File: src/rtl/osd_ctm_trace_decoder_pkg.sv
// osd_ctm_trace_decoder_pkg
// Shared definitions for CTM trace packets on the debug interconnect:
//   - dii_flit          : one interconnect flit (valid, last, 16-bit data)
//   - event type codes  : OSD_TYPE_EVENT, CTM_SUB_TRACE, CTM_SUB_OVERFLOW
//   - CTM_FLAG_*        : bit positions inside the 16-bit flags word
//   - ctm_trace_record  : parallel record layout reused by trace sinks
//   - ctm_dec_state_e   : decoder FSM state encoding
package osd_ctm_trace_decoder_pkg;

  localparam logic [1:0] OSD_TYPE_EVENT   = 2'b10;
  localparam logic [3:0] CTM_SUB_TRACE    = 4'h0;
  localparam logic [3:0] CTM_SUB_OVERFLOW = 4'h5;

  localparam int CTM_FLAG_JAL      = 0;
  localparam int CTM_FLAG_JALR     = 1;
  localparam int CTM_FLAG_BRANCH   = 2;
  localparam int CTM_FLAG_LOAD     = 3;
  localparam int CTM_FLAG_STORE    = 4;
  localparam int CTM_FLAG_TRAP     = 5;
  localparam int CTM_FLAG_XCPT     = 6;
  localparam int CTM_FLAG_MEM      = 7;
  localparam int CTM_FLAG_CSR      = 8;
  localparam int CTM_FLAG_BR_TAKEN = 9;
  localparam int CTM_FLAG_PRV_LO   = 10;
  localparam int CTM_FLAG_PRV_HI   = 11;

  // Bits of the flags word above PRV carry no meaning and are delivered as 0.
  localparam logic [15:0] CTM_FLAG_MASK = 16'h0FFF;

  localparam int CTM_MAX_ADDR_WIDTH = 64;
  localparam int CTM_TIME_WIDTH     = 32;

  typedef struct packed {
    logic        valid;
    logic        last;
    logic [15:0] data;
  } dii_flit;

  // Sized for the widest address option; 32-bit sinks zero-extend pc/npc.
  typedef struct packed {
    logic [15:0]                   src;
    logic                          overflow;
    logic [15:0]                   lost;
    logic [CTM_TIME_WIDTH-1:0]     timestamp;
    logic [CTM_MAX_ADDR_WIDTH-1:0] npc;
    logic [CTM_MAX_ADDR_WIDTH-1:0] pc;
    logic [15:0]                   flags;
  } ctm_trace_record;

  typedef enum logic [2:0] {
    ST_DEST,
    ST_SRC,
    ST_TYPE,
    ST_PAYLOAD,
    ST_HOLD,
    ST_DROP
  } ctm_dec_state_e;

  // hdr = flit2[15:10] = {TYPE, TYPE_SUB}
  function automatic logic ctm_type_legal(input logic [5:0] hdr);
    return (hdr[5:4] == OSD_TYPE_EVENT) &&
           ((hdr[3:0] == CTM_SUB_TRACE) || (hdr[3:0] == CTM_SUB_OVERFLOW));
  endfunction

endpackage

File: src/rtl/osd_ctm_trace_decoder.sv
// osd_ctm_trace_decoder
// Reassembles CTM event packets arriving as DII flits into one parallel
// trace record per packet, handed to a trace sink over valid/ready.
// Overflow packets become records with ev_overflow set; packets for other
// ids are swallowed silently; malformed packets give a 1-cycle err_pkt_o.
//
// Ports
//   clk_i, rst_i        clock, synchronous active-high reset
//   id_i                own DII address
//   debug_in_i          incoming flit; accepted when valid && debug_in_ready_o
//   debug_in_ready_o    low only while a record waits for the sink
//   ev_valid_o/ready_i  record handshake
//   ev_src_o            source id of the CTM
//   ev_overflow_o       record is an overflow notice (ev_lost_o valid)
//   ev_lost_o           lost event count
//   ev_time_o           timestamp
//   ev_npc_o, ev_pc_o   next/jump target PC, retiring PC
//   ev_flags_o          event flags, [15:12] forced to 0
//   err_pkt_o           pulse one cycle after a malformed/unknown packet flit
//
// state      | meaning
// -----------+-----------------------------------------------------
// ST_DEST    | waiting for destination flit of a new packet
// ST_SRC     | waiting for source id flit
// ST_TYPE    | waiting for type/subtype flit
// ST_PAYLOAD | collecting payload flits into the record shifter
// ST_HOLD    | record presented, waiting for ev_ready_i
// ST_DROP    | discarding flits up to and including last
module osd_ctm_trace_decoder
  import osd_ctm_trace_decoder_pkg::*;
#(
  parameter int ADDR_WIDTH = 32,
  parameter int TIME_WIDTH = 32
) (
  input  logic                  clk_i,
  input  logic                  rst_i,
  input  logic [15:0]           id_i,
  input  dii_flit               debug_in_i,
  output logic                  debug_in_ready_o,
  output logic                  ev_valid_o,
  input  logic                  ev_ready_i,
  output logic [15:0]           ev_src_o,
  output logic                  ev_overflow_o,
  output logic [15:0]           ev_lost_o,
  output logic [TIME_WIDTH-1:0] ev_time_o,
  output logic [ADDR_WIDTH-1:0] ev_npc_o,
  output logic [ADDR_WIDTH-1:0] ev_pc_o,
  output logic [15:0]           ev_flags_o,
  output logic                  err_pkt_o
);

  localparam int NA  = ADDR_WIDTH / 16;
  localparam int LEN = 2 * NA + 3;
  // Everything except the final flags flit is staged in the shifter; flags
  // are taken straight from the completing flit.
  localparam int SW  = TIME_WIDTH + 2 * ADDR_WIDTH;
  localparam logic [3:0] LEN_TRACE = 4'(LEN);

  ctm_dec_state_e  state_q, state_d;
  logic [3:0]      cnt_q, cnt_d;
  logic            ovf_q, ovf_d;
  logic [15:0]     src_q, src_d;
  logic [SW-1:0]   shreg_q, shreg_d;
  logic            ev_valid_q, ev_valid_d;
  logic            err_q, err_d;
  logic            load_trace, load_ovf;
  logic            accept, cnt_done;

  logic [15:0]           ev_src_q, ev_lost_q, ev_flags_q;
  logic                  ev_overflow_q;
  logic [TIME_WIDTH-1:0] ev_time_q;
  logic [ADDR_WIDTH-1:0] ev_npc_q, ev_pc_q;

  always_comb begin
    state_d    = state_q;
    cnt_d      = cnt_q;
    ovf_d      = ovf_q;
    src_d      = src_q;
    shreg_d    = shreg_q;
    ev_valid_d = ev_valid_q;
    err_d      = 1'b0;
    load_trace = 1'b0;
    load_ovf   = 1'b0;
    accept     = debug_in_i.valid && (state_q != ST_HOLD);
    cnt_done   = ((cnt_q + 4'd1) == (ovf_q ? 4'd1 : LEN_TRACE));

    case (state_q)
      ST_DEST: begin
        // A lone dest flit with last set is a complete (empty) packet.
        if (accept && !debug_in_i.last)
          state_d = (debug_in_i.data == id_i) ? ST_SRC : ST_DROP;
      end
      ST_SRC: begin
        if (accept) begin
          src_d = debug_in_i.data;
          if (debug_in_i.last) begin
            err_d   = 1'b1;
            state_d = ST_DEST;
          end else begin
            state_d = ST_TYPE;
          end
        end
      end
      ST_TYPE: begin
        if (accept) begin
          if (ctm_type_legal(debug_in_i.data[15:10]) && !debug_in_i.last) begin
            state_d = ST_PAYLOAD;
            cnt_d   = 4'd0;
            ovf_d   = (debug_in_i.data[13:10] == CTM_SUB_OVERFLOW);
          end else begin
            err_d   = 1'b1;
            state_d = debug_in_i.last ? ST_DEST : ST_DROP;
          end
        end
      end
      ST_PAYLOAD: begin
        if (accept) begin
          shreg_d = {debug_in_i.data, shreg_q[SW-1:16]};
          cnt_d   = cnt_q + 4'd1;
          if (debug_in_i.last && cnt_done) begin
            load_trace = !ovf_q;
            load_ovf   = ovf_q;
            ev_valid_d = 1'b1;
            state_d    = ST_HOLD;
          end else if (debug_in_i.last) begin
            err_d   = 1'b1;
            state_d = ST_DEST;
          end else if (cnt_done) begin
            err_d   = 1'b1;
            state_d = ST_DROP;
          end
        end
      end
      ST_HOLD: begin
        if (ev_ready_i) begin
          ev_valid_d = 1'b0;
          state_d    = ST_DEST;
        end
      end
      ST_DROP: begin
        if (accept && debug_in_i.last)
          state_d = ST_DEST;
      end
      default: state_d = ST_DEST;
    endcase
  end

  always_ff @(posedge clk_i) begin
    if (rst_i) begin
      state_q       <= ST_DEST;
      cnt_q         <= 4'd0;
      ovf_q         <= 1'b0;
      src_q         <= 16'd0;
      shreg_q       <= '0;
      ev_valid_q    <= 1'b0;
      err_q         <= 1'b0;
      ev_src_q      <= 16'd0;
      ev_overflow_q <= 1'b0;
      ev_lost_q     <= 16'd0;
      ev_time_q     <= '0;
      ev_npc_q      <= '0;
      ev_pc_q       <= '0;
      ev_flags_q    <= 16'd0;
    end else begin
      state_q    <= state_d;
      cnt_q      <= cnt_d;
      ovf_q      <= ovf_d;
      src_q      <= src_d;
      shreg_q    <= shreg_d;
      ev_valid_q <= ev_valid_d;
      err_q      <= err_d;
      if (load_trace) begin
        ev_src_q      <= src_q;
        ev_overflow_q <= 1'b0;
        ev_lost_q     <= 16'd0;
        ev_time_q     <= shreg_q[TIME_WIDTH-1:0];
        ev_npc_q      <= shreg_q[TIME_WIDTH +: ADDR_WIDTH];
        ev_pc_q       <= shreg_q[TIME_WIDTH + ADDR_WIDTH +: ADDR_WIDTH];
        ev_flags_q    <= debug_in_i.data & CTM_FLAG_MASK;
      end else if (load_ovf) begin
        ev_src_q      <= src_q;
        ev_overflow_q <= 1'b1;
        ev_lost_q     <= debug_in_i.data;
        ev_time_q     <= '0;
        ev_npc_q      <= '0;
        ev_pc_q       <= '0;
        ev_flags_q    <= 16'd0;
      end
    end
  end

  assign debug_in_ready_o = (state_q != ST_HOLD);
  assign ev_valid_o       = ev_valid_q;
  assign err_pkt_o        = err_q;
  assign ev_src_o         = ev_src_q;
  assign ev_overflow_o    = ev_overflow_q;
  assign ev_lost_o        = ev_lost_q;
  assign ev_time_o        = ev_time_q;
  assign ev_npc_o         = ev_npc_q;
  assign ev_pc_o          = ev_pc_q;
  assign ev_flags_o       = ev_flags_q;

endmodule

File: config.mk
export PLATFORM = sky130hd
export DESIGN_NAME = osd_ctm_trace_decoder
export DESIGN_NICKNAME = d
export VERILOG_FILES = /design/src/rtl/osd_ctm_trace_decoder_pkg.sv /design/src/rtl/osd_ctm_trace_decoder.sv
export SDC_FILE = /design/constraint.sdc
export NUM_CORES = 1
export LEC_CHECK = 0
export ABC_AREA = 1
export BUFFER_PORTS_ARGS = -buffer_cell sky130_fd_sc_hd__buf_2
export CAP_MARGIN = 20
export CELL_PAD_IN_SITES_DETAIL_PLACEMENT = 1
export CELL_PAD_IN_SITES_GLOBAL_PLACEMENT = 2
export CORE_MARGIN = 4
export CORE_UTILIZATION = 34
export DETAILED_ROUTE_END_ITERATION = 12
export PLACE_DENSITY = 0.85
export SETUP_SLACK_MARGIN = 0.4
export SLEW_MARGIN = 20
export SYNTH_ARGS = -nofsm -noshare
export SYNTH_HDL_FRONTEND = slang
export SYNTH_SLANG_ARGS = --single-unit
File: constraint.sdc
create_clock -name clk_i -period 3.9 [get_ports clk_i]
set_input_delay 1.17 -clock clk_i [delete_from_list [all_inputs] [get_ports clk_i]]
set_output_delay 1.17 -clock clk_i [all_outputs]
set_load 0.05 [all_outputs]
### Word-level counts from Yosys, hierarchy flattened

Cells that the tools add are included.

* flip-flop bits (word level): 263

* reduce and logical (&&, ||, !) cells: 21
* add/sub/neg operators: 1
* eq/ne operators: 19
* multiplexer cells: 46

Operator list (number)
* $mux W32: 4
* $mux W3: 13
* $mux W16: 2
* $mux W12: 2
* $pmux W3 S6: 1
* $mux W1: 17
* $eq A16 B16 Y1: 1
* $ne A2 B2 Y1 const B: 8
* $mux W4: 3
* $pmux W4 S2: 1
* $reduce_and A4 Y1: 2
* $reduce_and A7 Y1: 1
* $eq A3 B2 Y1 const B: 2
* $eq A3 B3 Y1 const B: 2
* $logic_and A1 B1 Y1: 6
* $reduce_bool A2 Y1: 3
* $add A4 B1 Y4 const B: 1
* $eq A4 B3 Y1: 1
* $eq A4 B3 Y1 const B: 1
* $logic_not A4 Y1: 1
* $ne A4 B4 Y1 const B: 1
* $reduce_and A2 Y1: 2
* $eq A3 B1 Y1 const B: 1
* $logic_not A3 Y1: 1
* other kinds (9): 10

### Depth between registers and ports, before layout

* depth after elaboration: 8
* depth in mapped cells: 15

### Worst setup path before layout

No wires, ideal clock.

* path kind: input port to flip-flop
* from: in debug_in_i[16] in the netlist's numbering
* to: reg ev_flags_q[0] (netlist: ev_flags_o[0])
* library setup time: 0.070 ns
* data required time: 3.830 ns
* cell stages on the path: 7
* arrival: 2.349 ns
* setup slack: 1.481 ns
* path buffers: 2
* cell sequence: ha_1 > inv_1 > nor2_2 > buf_2 > clkbuf_1 > nand3_1 > a21oi_1

* word-level cells in the longest chain between the ends: 5

Ends and longest elaborated chain
* start: declaration: RTL line osd_ctm_trace_decoder.sv:38 `input dii_flit debug_in_i,`
* $logic_and A1 B1 Y1 *: RTL line osd_ctm_trace_decoder.sv:120 `if (debug_in_i.last && cnt_done) begin`
* $mux W1: RTL line osd_ctm_trace_decoder.sv:120
* $mux W1: RTL line osd_ctm_trace_decoder.sv:117 `if (accept) begin`
* $mux W1: RTL line osd_ctm_trace_decoder.sv:87 `case (state_q)`
* $mux W12 / $reduce_bool A2 Y1 (equally long branches)
* end signal: assignment: RTL line osd_ctm_trace_decoder.sv:179 `ev_flags_q <= debug_in_i.data & CTM_FLAG_MASK;`
* end: declaration: RTL line osd_ctm_trace_decoder.sv:69 `logic [15:0] ev_src_q, ev_lost_q, ev_flags_q;`

Mark *: on every way between the ends. The rest lies on a longest branch, timed or not.
A chain may end at the register's enable or synchronous reset.

### Worst setup path in the final report

* from: reg cnt_q[0]
* to: reg ev_time_q[9] (netlist: ev_time_o[9])

* word-level cells in the longest chain between the ends: 7

Ends and longest elaborated chain
* start: declaration: RTL line osd_ctm_trace_decoder.sv:60 `logic [3:0] cnt_q, cnt_d;`
* start signal: assignment: RTL line osd_ctm_trace_decoder.sv:166 `cnt_q <= cnt_d;`
* $add A4 B1 Y4 *: RTL line osd_ctm_trace_decoder.sv:85 `cnt_done = ((cnt_q + 4'd1) == (ovf_q ? 4'd1 : LEN_TRACE));`
* $eq A4 B3 Y1 *: RTL line osd_ctm_trace_decoder.sv:85
* $logic_and A1 B1 Y1 *: RTL line osd_ctm_trace_decoder.sv:120
* $mux W1: RTL line osd_ctm_trace_decoder.sv:120
* $mux W1: RTL line osd_ctm_trace_decoder.sv:117
* $mux W1: RTL line osd_ctm_trace_decoder.sv:87
* $mux W32 / $reduce_bool A2 Y1 (equally long branches)
* end signal: assignment: RTL line osd_ctm_trace_decoder.sv:176 `ev_time_q <= shreg_q[TIME_WIDTH-1:0];`
* end: declaration: RTL line osd_ctm_trace_decoder.sv:71 `logic [TIME_WIDTH-1:0] ev_time_q;`

Marked as above.

==> metrics.txt <==
Initial DRC Count=597; Die Y=178 µm; CTS tree=yes; multi-input logic area=0.00376 mm²; CP peak stage delay=380 ps; FF+latch area=0.00527 mm²; clk_lat worst skew=540 ps; P&R area growth vs syn=20.5%; share of cells above drive strength 1=18.1%; Worst path top cell family by delay=simple AND/OR/NAND/NOR gates; endpoints failing hold=0; diode count=0; CP max stage cell=nor2_4; largest net degree at the start of global routing=149; Remaining Overflow, GRT=0; final total power=0.00578 W; total track usage=19.4%; DRC Markers=0; Power Density=489 mW/mm²; crit path cell chain=ha_1, o21ai_0, nand2_1, nor3_1, ha_1, inv_1, nor2_4, inv_4, buf_4, nand2_1, a21oi_1; post-route setup slack=1060 ps; core box area=0.0281 mm²; Post-DRT Antenna Nets=0; Die ar.=0.0316 mm²; deepest clock path buffer count=3; WP data required=4280 ps; H-tree Lvls=1; vias=8831; Peak VDD IR=389 µV; status=finished, final reports clean; DR WL/cell=17.7 µm; fmax=352 MHz; row count=61; CTS Hold Bufs=0; worst min-delay path category=reg -> reg; CP Class=reg -> reg; synth warn=0; Synth Cell Area=0.00981 mm²; vias in the first global route=8899; Layout Nets=1421; CP max FO=51; Hold WS=456 ps; final worst-path cycle share=72.9%; Critical path buffers and inverters=3; dominant cells by area after synthesis=dfxtp_1 (54%), a21oi_1 (12%), nand2_1 (9.1%), o21ai_0 (5.9%), nand3_1 (5.8%); GPL Wtd Cong=0.816; fin cells=1779; ys flop type=dfxtp_1; count of final setup violators=0; Final Skew=12.0 ps; initial antenna violation count=0; fill count=3516; TritonCTS Buffers=29; dpl cells=1727; most area-hungry cell type in the Yosys netlist=dfxtp_1; post-synthesis register bit count=263; die width=178 µm; Initial Util=34.9%; minimum clock period after layout=2840 ps; worst-margin pin slew=750 ps; Clock transition at path regs=60 ps; Cells after Synth=1244; Setup crit end kind=flip-flop; Post-synth EDFFs=0; WL final=31400 µm; RSZ-0062 raised after global routing=false; ys async rst share=0%; Yosys top cell area share=53.7%; P_leak=4.96 nW; Pins Over Slew Limit=0; synthesized area per cell=7.89 µm²; post-synthesis sequential area ratio=53.7%; first-pass GRT wire length=49600 µm; I/O pin total=185; slew margin rel.=50.0%; dpl ws=923 ps; Root Buffer=clkbuf_16; PostCTS Resize Cnt=0; routed vias/inst=4.96; Max-cap violations=0; crit path launch type=flip-flop; Netlist cell types=28; clock sink count=263; router iterations before antenna repair=5; Arrival @ worst endpoint=3220 ps; Post-DP HPWL=21300 µm; Port Buffer Count=180; # Post-CTS Setup Buffers=0; post-route setup TNS=0 ps
kinds of logic (layout without fill, tap and decap cells):
group / Yosys count / count (layout) / synth area share (%)
AND/OR/NAND/NOR: 429 / 429 / 18.5
AO/OA/AOI/OAI: 367 / 367 / 19.1
flip-flops: 263 / 263 / 53.7
buffers and inverters: 179 / 333 / 8.16
adder cells (fa/ha/maj): 4 / 4 / 0.510
other: 1 / 4 / 0.0382
XOR/XNOR: 1 / 1 / 0.0893
sequential cells by signal, indices dropped and copies added (netlist names), 3 cells and up:
register    count
shreg_q        96
ev_npc_o       32
cnt_q           4
state_q         3
src_q          16
ev_time_o      32
ev_pc_o        32
ev_src_o       16
ev_lost_o      16
ev_flags_o     12
cell type report:
type / instances / share of cell area [%]
inverter: 83 / 2.70
clock inverter: 12 / 0.868
tap: 378 / 4.00
sequential: 263 / 44.5
timing repair buffer: 198 / 9.21
clock buffer: 40 / 6.91
multi-input combinational: 805 / 31.8
metal layers:
layer  vias to the layer above  wire [µm]  track usage (%)
li1                       4382          -                -
met4                         0        571             4.13
met1                      4235      14700             26.8
met3                        40       1160             2.45
met2                       174      14900             32.8
met5                         -          0                0
cells in the mapped netlist (8+ instances only):
cell and n:
nand2_1 237, nor2_1 66, buf_2 19, clkbuf_1 58, buf_4 8, buf_6 10
nand3_1 114, o21ai_0 115, inv_1 79, a21oi_1 236, dfxtp_1 263, a211oi_1 10
final timing paths:
path,startpoint,end,slack [ps],depth (start not counted)
worst max-delay path,cnt_q[0],ev_time_o[9],1060,11
worst max register to register,cnt_q[0],ev_time_o[9],1060,11
worst min-delay path,ev_npc_o[13],ev_npc_o[13],460,2
worst min register to register,ev_npc_o[13],ev_npc_o[13],460,2
worst reg2reg max path, stage by stage, from the launching register on:
cell	delay, ps
dfxtp_1	350
ha_1	340
o21ai_0	160
nand2_1	70
nor3_1	280
ha_1	210
inv_1	120
nor2_4	390
inv_4	330
buf_4	300
nand2_1	80
a21oi_1	70
report_power, final:
part	internal (W)	leakage (nW)	switching, W	total [W]
clock network	0.00153	0.443	0.00111	0.00263
registers	0.00275	2.12	0.0000423	0.00279
logic	0.0000954	2.40	0.000260	0.000355
total	0.00437	4.96	0.00141	0.00578
metrics by stage:
stage               area (µm²)  utilization (%)
global route             11800             42.1
floorplan                 9820                -
global placement         10900             38.8
detailed placement       10900             38.8
finish                   11800             42.1
CTS                      11800             42.1
cell usage in the layout (no fill, tap or decap), types with 2 or more instances in the layout:
master	n
clkbuf_8	5
nor3_1	4
clkinv_2	5
buf_2	179
a21oi_1	236
clkbuf_16	29
ha_1	4
a211oi_1	10
clkbuf_1	6
o21ai_1	4
inv_2	2
buf_4	15
inv_1	79
nand2_1	237
nor2_1	66
nand3_1	114
clkinvlp_4	4
inv_6	2
nand2_4	2
buf_12	4
o21ai_0	115
conb_1	4
dfxtp_1	263
nor2_4	2
No activity file was read; power rests on OpenSTA's default activity.
